### src/rtl/fetch_ctrl_pkg.sv
`default_nettype none
// ============================================================================
// Module      : fetch_ctrl_pkg
// Description : Shared types and constants for the fetch-stage sequencer:
//               FSM states, exception causes, next-PC selects and the
//               decode-slot bundle.
// Revision    : 1.0 - initial release
// ============================================================================
package fetch_ctrl_pkg;

    // State encodings, kept explicit so the register width is fixed
    localparam logic [1:0] c_ST_RUN   = 2'd0;
    localparam logic [1:0] c_ST_FLUSH = 2'd1;
    localparam logic [1:0] c_ST_WFI   = 2'd2;
    localparam logic [1:0] c_ST_EXC   = 2'd3;

    typedef enum logic [1:0] {
        ST_RUN   = c_ST_RUN,
        ST_FLUSH = c_ST_FLUSH,
        ST_WFI   = c_ST_WFI,
        ST_EXC   = c_ST_EXC
    } type_fetch_ctrl_state_e;

    // Exception causes reported with a decode slot
    localparam logic [3:0] EXC_INSTR_MISALIGN   = 4'd0;
    localparam logic [3:0] EXC_INSTR_PAGE_FAULT = 4'd12;

    // Widest PC the slot bundle can carry; narrower XLEN zero-extends
    localparam int unsigned c_SLOT_PC_W = 64;

    // Next-PC source selection
    typedef enum logic [2:0] {
        PC_SEL_RESET = 3'd0,
        PC_SEL_CSR   = 3'd1,
        PC_SEL_EXE   = 3'd2,
        PC_SEL_INC   = 3'd3,
        PC_SEL_HOLD  = 3'd4
    } type_pc_sel_e;

    // One decode slot
    typedef struct packed {
        logic                   valid;
        logic [c_SLOT_PC_W-1:0] pc;
        logic [31:0]            instr;
        logic                   exc;
        logic [3:0]             cause;
    } type_fetch_slot_s;

endpackage
`default_nettype wire

### src/rtl/fetch_pc_mux.sv
`default_nettype none
// ============================================================================
// Module      : fetch_pc_mux
// Description : Combinational next-PC selection: reset vector, CSR target,
//               execute target, sequential pc+4 (wrapping) or hold.
// Revision    : 1.0 - initial release
// ============================================================================
module fetch_pc_mux
    import fetch_ctrl_pkg::*;
#(
    parameter int unsigned      XLEN     = 32,
    parameter logic [XLEN-1:0]  RESET_PC = '0
) (
    input  type_pc_sel_e        i_sel,
    input  logic [XLEN-1:0]     i_pc,
    input  logic [XLEN-1:0]     i_csr_pc,
    input  logic [XLEN-1:0]     i_exe_pc,
    output logic [XLEN-1:0]     o_next_pc
);

    // Select the PC to be loaded at the next edge; pc+4 wraps naturally
    always_comb begin
        o_next_pc = i_pc;
        case (i_sel)
            PC_SEL_RESET: o_next_pc = RESET_PC;
            PC_SEL_CSR:   o_next_pc = i_csr_pc;
            PC_SEL_EXE:   o_next_pc = i_exe_pc;
            PC_SEL_INC:   o_next_pc = i_pc + XLEN'(4);
            default:      o_next_pc = i_pc;
        endcase
    end

endmodule
`default_nettype wire

### src/rtl/fetch_ctrl.sv
`default_nettype none
// ============================================================================
// Module      : fetch_ctrl
// Description : Fetch-stage sequencer. Owns the PC, issues I-cache reads,
//               arbitrates CSR/execute redirects, sequences I-cache flushes,
//               parks during WFI and raises fetch exceptions into a
//               registered decode slot.
// Revision    : 1.0 - initial release
// ============================================================================
module fetch_ctrl
    import fetch_ctrl_pkg::*;
#(
    parameter int unsigned      XLEN     = 32,
    parameter logic [XLEN-1:0]  RESET_PC = 32'h0000_0000
) (
    input  logic                clk,
    input  logic                rst,
    input  logic                csr_redirect_i,
    input  logic [XLEN-1:0]     csr_pc_i,
    input  logic                exe_redirect_i,
    input  logic [XLEN-1:0]     exe_pc_i,
    input  logic                wfi_i,
    input  logic                irq_i,
    input  logic                flush_i,
    input  logic                stall_i,
    output logic                ic_req_o,
    output logic [XLEN-1:0]     ic_addr_o,
    input  logic                ic_ack_i,
    input  logic [31:0]         ic_data_i,
    input  logic                ic_pf_i,
    output logic                ic_flush_o,
    input  logic                ic_flush_ack_i,
    output logic                id_valid_o,
    output logic [XLEN-1:0]     id_pc_o,
    output logic [31:0]         id_instr_o,
    output logic                id_exc_o,
    output logic [3:0]          id_cause_o
);

    type_fetch_ctrl_state_e     r_state;
    type_fetch_ctrl_state_e     w_state_nxt;
    logic [XLEN-1:0]            r_pc;
    logic [XLEN-1:0]            w_pc_nxt;
    type_pc_sel_e               w_pc_sel;
    type_fetch_slot_s           r_slot;
    type_fetch_slot_s           w_slot_load;
    logic [c_SLOT_PC_W-1:0]     w_pc_ext;
    logic                       w_redirect;
    logic                       w_event;
    logic                       w_run;
    logic                       w_misaligned;
    logic                       w_accept;
    logic                       w_raise_misalign;
    logic                       w_unused_slot_pc;

    // Request/flush strobes and the qualifiers shared by the other processes
    always_comb begin
        w_redirect       = csr_redirect_i | exe_redirect_i;
        w_event          = w_redirect | flush_i | wfi_i;
        w_run            = (r_state == ST_RUN);
        w_misaligned     = |r_pc[1:0];
        ic_req_o         = !rst && w_run && !w_misaligned && !stall_i;
        ic_flush_o       = !rst && (r_state == ST_FLUSH);
        // Any redirect/flush/WFI in the same cycle discards the ack
        w_accept         = ic_req_o && ic_ack_i && !w_event;
        w_raise_misalign = w_run && w_misaligned && !stall_i && !w_event;
    end

    // Next-PC source: CSR beats execute, WFI captures the resume PC
    always_comb begin
        w_pc_sel = PC_SEL_HOLD;
        if (rst)                       w_pc_sel = PC_SEL_RESET;
        else if (csr_redirect_i)       w_pc_sel = PC_SEL_CSR;
        else if (exe_redirect_i)       w_pc_sel = PC_SEL_EXE;
        else if (wfi_i)                w_pc_sel = PC_SEL_EXE;
        else if (w_accept && !ic_pf_i) w_pc_sel = PC_SEL_INC;
    end

    fetch_pc_mux #(
        .XLEN     (XLEN),
        .RESET_PC (RESET_PC)
    ) u_pc_mux (
        .i_sel     (w_pc_sel),
        .i_pc      (r_pc),
        .i_csr_pc  (csr_pc_i),
        .i_exe_pc  (exe_pc_i),
        .o_next_pc (w_pc_nxt)
    );

    // PC register
    always_ff @(posedge clk) begin
        if (rst) r_pc <= RESET_PC;
        else     r_pc <= w_pc_nxt;
    end

    // Next-state: flush, then WFI, then flush completion, then redirects
    always_comb begin
        w_state_nxt = r_state;
        if (flush_i) begin
            w_state_nxt = ST_FLUSH;
        end else if (wfi_i) begin
            w_state_nxt = ST_WFI;
        end else if (r_state == ST_FLUSH) begin
            // A redirect during a flush only moves the PC; the flush completes first
            if (ic_flush_ack_i) w_state_nxt = ST_RUN;
        end else if (w_redirect) begin
            w_state_nxt = ST_RUN;
        end else begin
            case (r_state)
                ST_RUN: begin
                    if (w_raise_misalign || (w_accept && ic_pf_i)) w_state_nxt = ST_EXC;
                end
                ST_WFI: begin
                    if (irq_i) w_state_nxt = ST_RUN;
                end
                default: w_state_nxt = r_state;
            endcase
        end
    end

    // State register
    always_ff @(posedge clk) begin
        if (rst) r_state <= ST_RUN;
        else     r_state <= w_state_nxt;
    end

    // Build the slot that would be loaded this cycle
    always_comb begin
        w_pc_ext              = '0;
        w_pc_ext[XLEN-1:0]    = r_pc;
        w_slot_load           = '0;
        w_slot_load.valid     = 1'b1;
        w_slot_load.pc        = w_pc_ext;
        if (w_misaligned) begin
            w_slot_load.exc   = 1'b1;
            w_slot_load.cause = EXC_INSTR_MISALIGN;
        end else if (ic_pf_i) begin
            w_slot_load.exc   = 1'b1;
            w_slot_load.cause = EXC_INSTR_PAGE_FAULT;
        end else begin
            w_slot_load.instr = ic_data_i;
        end
    end

    // Decode slot: redirects/flush drop it, a stall holds it, else load or drain
    always_ff @(posedge clk) begin
        if (rst) begin
            r_slot <= '0;
        end else if (w_redirect || flush_i) begin
            r_slot.valid <= 1'b0;
        end else if (!stall_i) begin
            if (w_raise_misalign || w_accept) r_slot <= w_slot_load;
            else                              r_slot.valid <= 1'b0;
        end
    end

    // Upper slot PC bits are zero when XLEN is narrower than the bundle
    assign w_unused_slot_pc = ^r_slot.pc;

    assign ic_addr_o  = r_pc;
    assign id_valid_o = r_slot.valid;
    assign id_pc_o    = r_slot.pc[XLEN-1:0];
    assign id_instr_o = r_slot.instr;
    assign id_exc_o   = r_slot.exc;
    assign id_cause_o = r_slot.cause;

endmodule
`default_nettype wire

### config.mk
export PLATFORM = sky130hd
export DESIGN_NAME = fetch_ctrl
export DESIGN_NICKNAME = d
export VERILOG_FILES = /design/src/rtl/fetch_ctrl_pkg.sv /design/src/rtl/fetch_pc_mux.sv /design/src/rtl/fetch_ctrl.sv
export SDC_FILE = /design/constraint.sdc
export NUM_CORES = 1
export LEC_CHECK = 0
export ABC_AREA = 0
export CAP_MARGIN = 25
export CORE_MARGIN = 2
export CORE_UTILIZATION = 39
export DETAILED_ROUTE_END_ITERATION = 16
export HOLD_SLACK_MARGIN = 0.1
export PLACE_DENSITY = 0.84
export RECOVER_POWER = 25
export SYNTH_ARGS = -nofsm -noshare
export SYNTH_HDL_FRONTEND = slang
export SYNTH_HIERARCHICAL = 1
export SYNTH_SLANG_ARGS = --single-unit
### constraint.sdc
create_clock -name clk -period 3.5 [get_ports clk]
set_clock_uncertainty 0.15 [all_clocks]
set_input_delay 0.7 -clock clk [delete_from_list [all_inputs] [get_ports clk]]
set_output_delay 0.7 -clock clk [all_outputs]
set_load 0.02 [all_outputs]
==> run metrics, run 1 <==
Worst setup EP type=flop; slowest stage delay, CP=approximately 480 ps; Syn Area/Cell=approximately 8.3 um2; RSZ-0062 raised after global routing=no; Site Rows=42; # hold bufs at CTS=0; diode count=0; iteration-0 DRC count of the detailed router=about 440; vias in the first global route=slightly below 5000; Clock Latency Late Sink=roughly 360 ps; Clock Tree Root=clkbuf_16; number of synthesized flops with an enable pin=0; TritonCTS Sinks=a little over 100; final worst-path cycle share=93.3%; Max-Cap Viols=0; final core occ=58.7%; Post-Synthesis Cell Area=just over 0.005 mm2; CP delay by family, top=simple AND/OR/NAND/NOR gates; Post-Place Setup Slack=-102 ps; hold slack=around 300 ps; status=finished, final reports clean; R2R Setup Slk=about 360 ps; simple-gate area share of the yosys netlist=24.1%; grt total ovfl=0; XOR/XNOR Fraction of Synth Area=less than 1%; Compound-Gate Fraction of Synth Area=about 24%; final hold violations=0; Reg2Reg Depth=14; I/O Buffers=~210; clock-pin slew on the worst setup and hold paths=around 80 ps; CP cell instances=clkdlybuf4s50_1, nor4b_2, and2_1, and3_1, nor3_1, nor3_2, nor2b_2, buf_12, a221oi_1, a21oi_1, a2bb2oi_1, nor2b_1; Critical Path Fanout Max=15; DR vias=around 5300; Slew @ Worst Pin=about 660 ps; worst hold start=id_pc_o[31]; fraction of layout cells with a size suffix above 1=slightly below 10%; leakage=roughly 3.0 nW; synthesized instance count=slightly above 600; clock tree buffer depth=2; largest net degree at the start of global routing=77; Total Routing Usage GR=a little under a quarter; die height=about 120 um; Hold Crit Class=reg2reg; Synth-to-Final Area Change=48.6%; reg2reg start=r_state[0]; Setup crit start kind=primary input; drc violations=0; Fill cells=about 1100; remaining antenna violation count=0; num ports=211; largest family of logic cells by synthesized area=compound AO/OA/AOI/OAI gates; Final Critical Period=between 3000 and 4000 ps; Initial Util=between 30 and 40%; Synth top area share=between 30% and 40%; CP arrival=3360 ps; HPWL Detailed=roughly 12 mm; CP max stage cell=a221oi_1; peak supply drop=between 0.2 and 0.25 mV; setup TNS=0 ps; Yosys reg bits=about 100; # setup viols final=0; routed len/inst=roughly 17 um; mux cell area share after synthesis=less than 1%; pwr dens=~340 mW/mm2; Max Slew Vio Count=0; crit path kind=in2reg; Die ar.=approximately 0.014 mm2; Total Power=around 0.0026 W; Hold Path Cell Cnt=2; Final #Nets=918; Max Freq=~310 MHz; final worst setup slack=~230 ps; CTS tree=yes; Core Box Area=between 0.01 and 0.015 mm2; antenna violations before repair=0; sequential fraction of the synthesis area=between 30% and 40%; RePlAce Congestion=approximately 0.86; ys flop type=dfxtp_1; Worst slew margin=approximately 56%; top post-synthesis cells by area=dfxtp_1 39%, nand2_1 6.8%, buf_4 6.2%, a21oi_1 5.8%, a22o_1 5.6%; Hold Path End=id_pc_o[31]; chip width=119 um; reg-to-reg endpoint=ic_addr_o[11]; drt pass-1 iters=7; Synth warnings=6; CTS buffer count=9; Critical path buffers and inverters=2; H-Tree Depth=3; Critical Path RT=approximately 3600 ps; first-pass GRT wire length=25.8 mm; cell taking the most area after synthesis=dfxtp_1; Post-Route WL=about 16 mm; Vias per Instance=5.37; area share of fa/ha/maj cells after synthesis=roughly 1.5%; Async S/R FF share, synth=0%; Synth cell types=60
## flip-flops by register name (all words and copies together), names as in the netlist
| name | count |
|---|---|
| ic_addr_o | 32 |
| id_cause_o | 1 |
| id_exc_o | 1 |
| id_instr_o | 32 |
| id_pc_o | 32 |
| id_valid_o | 1 |
| r_state | 2 |
## synthesized netlist by cell type (3+ instances only)
cell type and instances:
dfxtp_1 101, nand2_1 93, a21oi_1 60, buf_4 43, nor2b_1 37, a22o_1 33, o21ai_0 28, nor2_1 26
clkbuf_1 23, inv_1 16, a221oi_1 14, nand3_1 12, nor3_1 11, nand4_1 10, buf_2 8, a221o_1 7
a22oi_1 7, and3_1 7, ha_1 6, a2bb2oi_1 5, nor4_1 5, o22ai_1 5, a211oi_1 4, a222oi_1 4
and2_1 4, a31oi_1 3, nand2b_1 3, nor4_4 3, o21a_1 3
## worst min-delay path, cell delays in order (launching register included)
cell	delay, ps
dfxtp_1	310
nand2_1	50
a21oi_1	50
## final cells by class
cell class | count | area [um2] | share of cell area [%]
Clock buffer | 9 | 225 | 2.93
Clock inverter | 7 | 73.8 | 0.962
Inverter | 16 | 60.1 | 0.782
Multi-Input combinational cell | 427 | 2650 | 34.5
Sequential cell | 101 | 2020 | 26.3
Tap cell | 176 | 220 | 2.87
Timing Repair Buffer | 250 | 2430 | 31.6
## cells in the final DEF, fill, tap and decap left out, types with 4 or more instances in the layout
cell,count
nor2b_1,35
a211oi_1,4
a221o_1,7
nor3_1,11
nand4_1,10
and3_1,7
a22o_1,33
clkdlybuf4s50_1,158
nor4_1,4
a22oi_1,7
o21ai_0,28
a21oi_1,59
nand3_1,12
inv_1,16
a221oi_1,13
nand2_1,93
nor2_1,26
clkbuf_16,9
o22ai_1,5
buf_4,39
ha_1,6
a2bb2oi_1,5
dfxtp_1,101
a222oi_1,4
dlygate4sd3_1,49
## stage by stage
step,instances,instance area (um2)
after CTS,986,7670
after global routing,986,7680
after global placement,970,7370
after floorplan,620,5170
final,986,7680
after detailed placement,970,7370
## cell families after synthesis
family / Yosys count
compound gates: 184
flops: 101
buf+inv: 92
other cells: 1
fa+ha+maj: 6
simple gates: 231
xor+xnor: 1
mux: 3
## how the worst max path moves through the flow
stage	depth (start not counted)	slack (ps)	end	start
floorplan	16	130	ic_addr_o[24]	wfi_i
global placement	12	-30	ic_addr_o[31]	stall_i
detailed placement	12	-100	ic_addr_o[16]	stall_i
CTS	12	240	ic_addr_o[10]	stall_i
global route	12	20	ic_addr_o[22]	stall_i
finish	12	230	ic_addr_o[31]	stall_i
## power breakdown
group / internal, W / switching, W
Sequential: 0.00116 / 0.0000294
Clock: 0.000507 / 0.000510
Combinational: 0.000223 / 0.000160
## what timing repair did
item / 4_1_cts / 5_1_grt
resized for setup: 0 / 2
setup endpoints to repair: 0 / 2
setup buffers: 0 / 0
## routing by layer
metal | global-route usage (%) | vias up | share of wire, %
li1 | - | 2577 | -
met1 | 28.5 | 2466 | 44
met2 | 37.9 | 229 | 47
met3 | 4.26 | 21 | 7.2
met4 | 9.08 | 0 | 1.9
met5 | 0 | - | 0
Power figures use the tool's default switching activity.
==> run 2: changes to the inputs <==
CORE_UTILIZATION = 44   (was 39)
PLACE_DENSITY = 0.89   (was 0.84)
clock period = 3.35 ns   (was 3.5 ns; I/O delays follow)
==> run metrics, run 2 (synthesized netlist as in run 1, its figures left out) <==
Seq. cell area=between 0.002 and 0.0025 mm2; Total Routing Usage GR=about a quarter; fraction of layout cells with a size suffix above 1=9.88%; multi-input combinational cell area=~0.0026 mm2; Synth-to-Final Area Change=48.6%; Max Freq=314 MHz; post-route cell area=approximately 0.0077 mm2; H-Tree Depth=3; Critical Path Fanout Max=20; # setup viols final=0; CP cell instances=clkdlybuf4s50_1, nor4b_2, and2_1, and3_2, nor2_1, nor2_1, buf_4, nor2b_2, buf_12, a221oi_2, nand2_1, mux2i_1, a221oi_1, nor2b_1; final worst-path cycle share=95.2%; vias in the first global route=roughly 5300; switching share of total power=between 20% and 30%; Critical Path RT=3430 ps; remaining antenna violation count=0; Max Slew Vio Count=0; R2R Setup Slk=230 ps; Vias per Instance=~5.7; Final Critical Period=approximately 3200 ps; most common cell after layout, fill and taps aside=clkdlybuf4s50_1; CTS tree=yes; Post-Route WL=17.0 mm; crit path kind=in2reg; DP Area=~0.0074 mm2; leakage=approximately 3.0 nW; status=finished, final reports clean; TritonCTS Sinks=around 100; antenna violations before repair=0; CTS buffer count=9; drt pass-1 iters=7; Clk pwr share=39.7%; most frequent CP cell=nor2_1; Site Rows=39; diode count=0; CP max stage cell=clkdlybuf4s50_1; Worst slew margin=between 50% and 60%; Core Box Area=around 0.011 mm2; # hold bufs at CTS=0; I/O Buffers=approximately 210; peak supply drop=about 0.39 mV; first-pass GRT wire length=approximately 27 mm; most frequent cells in the layout=157 x clkdlybuf4s50_1, 101 x dfxtp_1, 93 x nand2_1; grt total ovfl=0; DR vias=5402; drc violations=0; HPWL Detailed=12.4 mm; Die ar.=0.0126 mm2; Setup crit start kind=primary input; Worst setup EP type=flop; routed len/inst=approximately 18 um; clock tree buffer depth=2; final hold violations=0; Fill cells=just over 900; hold slack=roughly 300 ps; Slew @ Worst Pin=635 ps; cell internal pwr=around 0.0021 W; Hold Crit Class=reg2reg; iteration-0 DRC count of the detailed router=596; slowest stage delay, CP=~450 ps; CP arrival=roughly 3300 ps; pwr dens=between 300 and 400 mW/mm2; RSZ-0062 raised after global routing=no; Max-Cap Viols=0; share of power burned in registers=between 40 and 50%; Clock Tree Root=clkbuf_16; Setup Buffers After CTS=0; chip width=112 um; Initial Util=between 40% and 50%; num ports=roughly 210; Switching Power=0.000685 W; Final #Nets=918; combinational power share=between 10% and 20%; RePlAce Congestion=around 0.93; Clock Latency Late Sink=around 360 ps; die height=112 um; clock-pin slew on the worst setup and hold paths=around 70 ps; largest net degree at the start of global routing=40
==> run 2: changes by cell type in the layout (fill, tap and decap cells not counted), moves of 2 or more <==
cell,before,now
buf_12,3,5
buf_4,39,37
clkinvlp_4,0,2
inv_8,2,0
==> run 2: final timing paths <==
path	startpoint	to	depth (start not counted)
worst max-delay path	stall_i	ic_addr_o[24]	14
worst min-delay path	id_pc_o[11]	id_pc_o[11]	2
worst max register to register	r_state[0]	ic_addr_o[24]	15
worst min register to register	id_pc_o[11]	id_pc_o[11]	2
==> run 2: through the flow <==
step	utilization, %	instances	worst slack, ps	setup TNS (ps)	power, W
after floorplan	-	620	10.8	0	0.00146
after global placement	64.4	937	-120	-792	0.00166
after detailed placement	64.4	937	-213	-2430	0.00167
after CTS	67.1	953	131	0	0.00276
after global routing	67.2	953	8.13	0	0.00284
final	67.2	953	161	0	0.00274
==> run 2: cell type report <==
type	instances	share of cell area [%]
multi-input combinational	427	34.5
timing repair buffer	250	32.0
sequential	101	26.3
clock buffer	10	3.11
tap	143	2.33
clock inverter	6	0.929
inverter	16	0.783
==> run 2: repair_timing <==
| action | 4_1_cts | 5_1_grt |
|---|---|---|
| endpoints found under the setup margin | 0 | 4 |
| endpoints found under the hold margin | 0 | 0 |
| resized for setup | 0 | 3 |
==> run 2: power groups by stage <==
stage	Combinational, W	Clock [W]	Sequential (W)
2_1_floorplan	0.000189	0	0.00127
3_3_place_gp	0.000390	0	0.00127
3_5_place_dp	0.000398	0	0.00128
4_1_cts	0.000400	0.00111	0.00125
5_1_grt	0.000434	0.00115	0.00125
6_report	0.000405	0.00109	0.00125
==> run 2: worst max-delay path: cells and delay by family <==
| family | cells | cell delay (ps) |
|---|---|---|
| AO/OA/AOI/OAI | 2 | 450 |
| buffers and inverters | 3 | 760 |
| multiplexers | 1 | 150 |
| AND/OR/NAND/NOR | 8 | 1220 |
==> run 2: routing by layer <==
metal | GRT usage, % | up-vias | share of wire (%)
met5 | 0 | - | 0
met3 | 7.24 | 47 | 8.2
li1 | - | 2559 | -
met1 | 32.6 | 2509 | 39
met2 | 45.5 | 287 | 50
met4 | 9.11 | 0 | 2.7
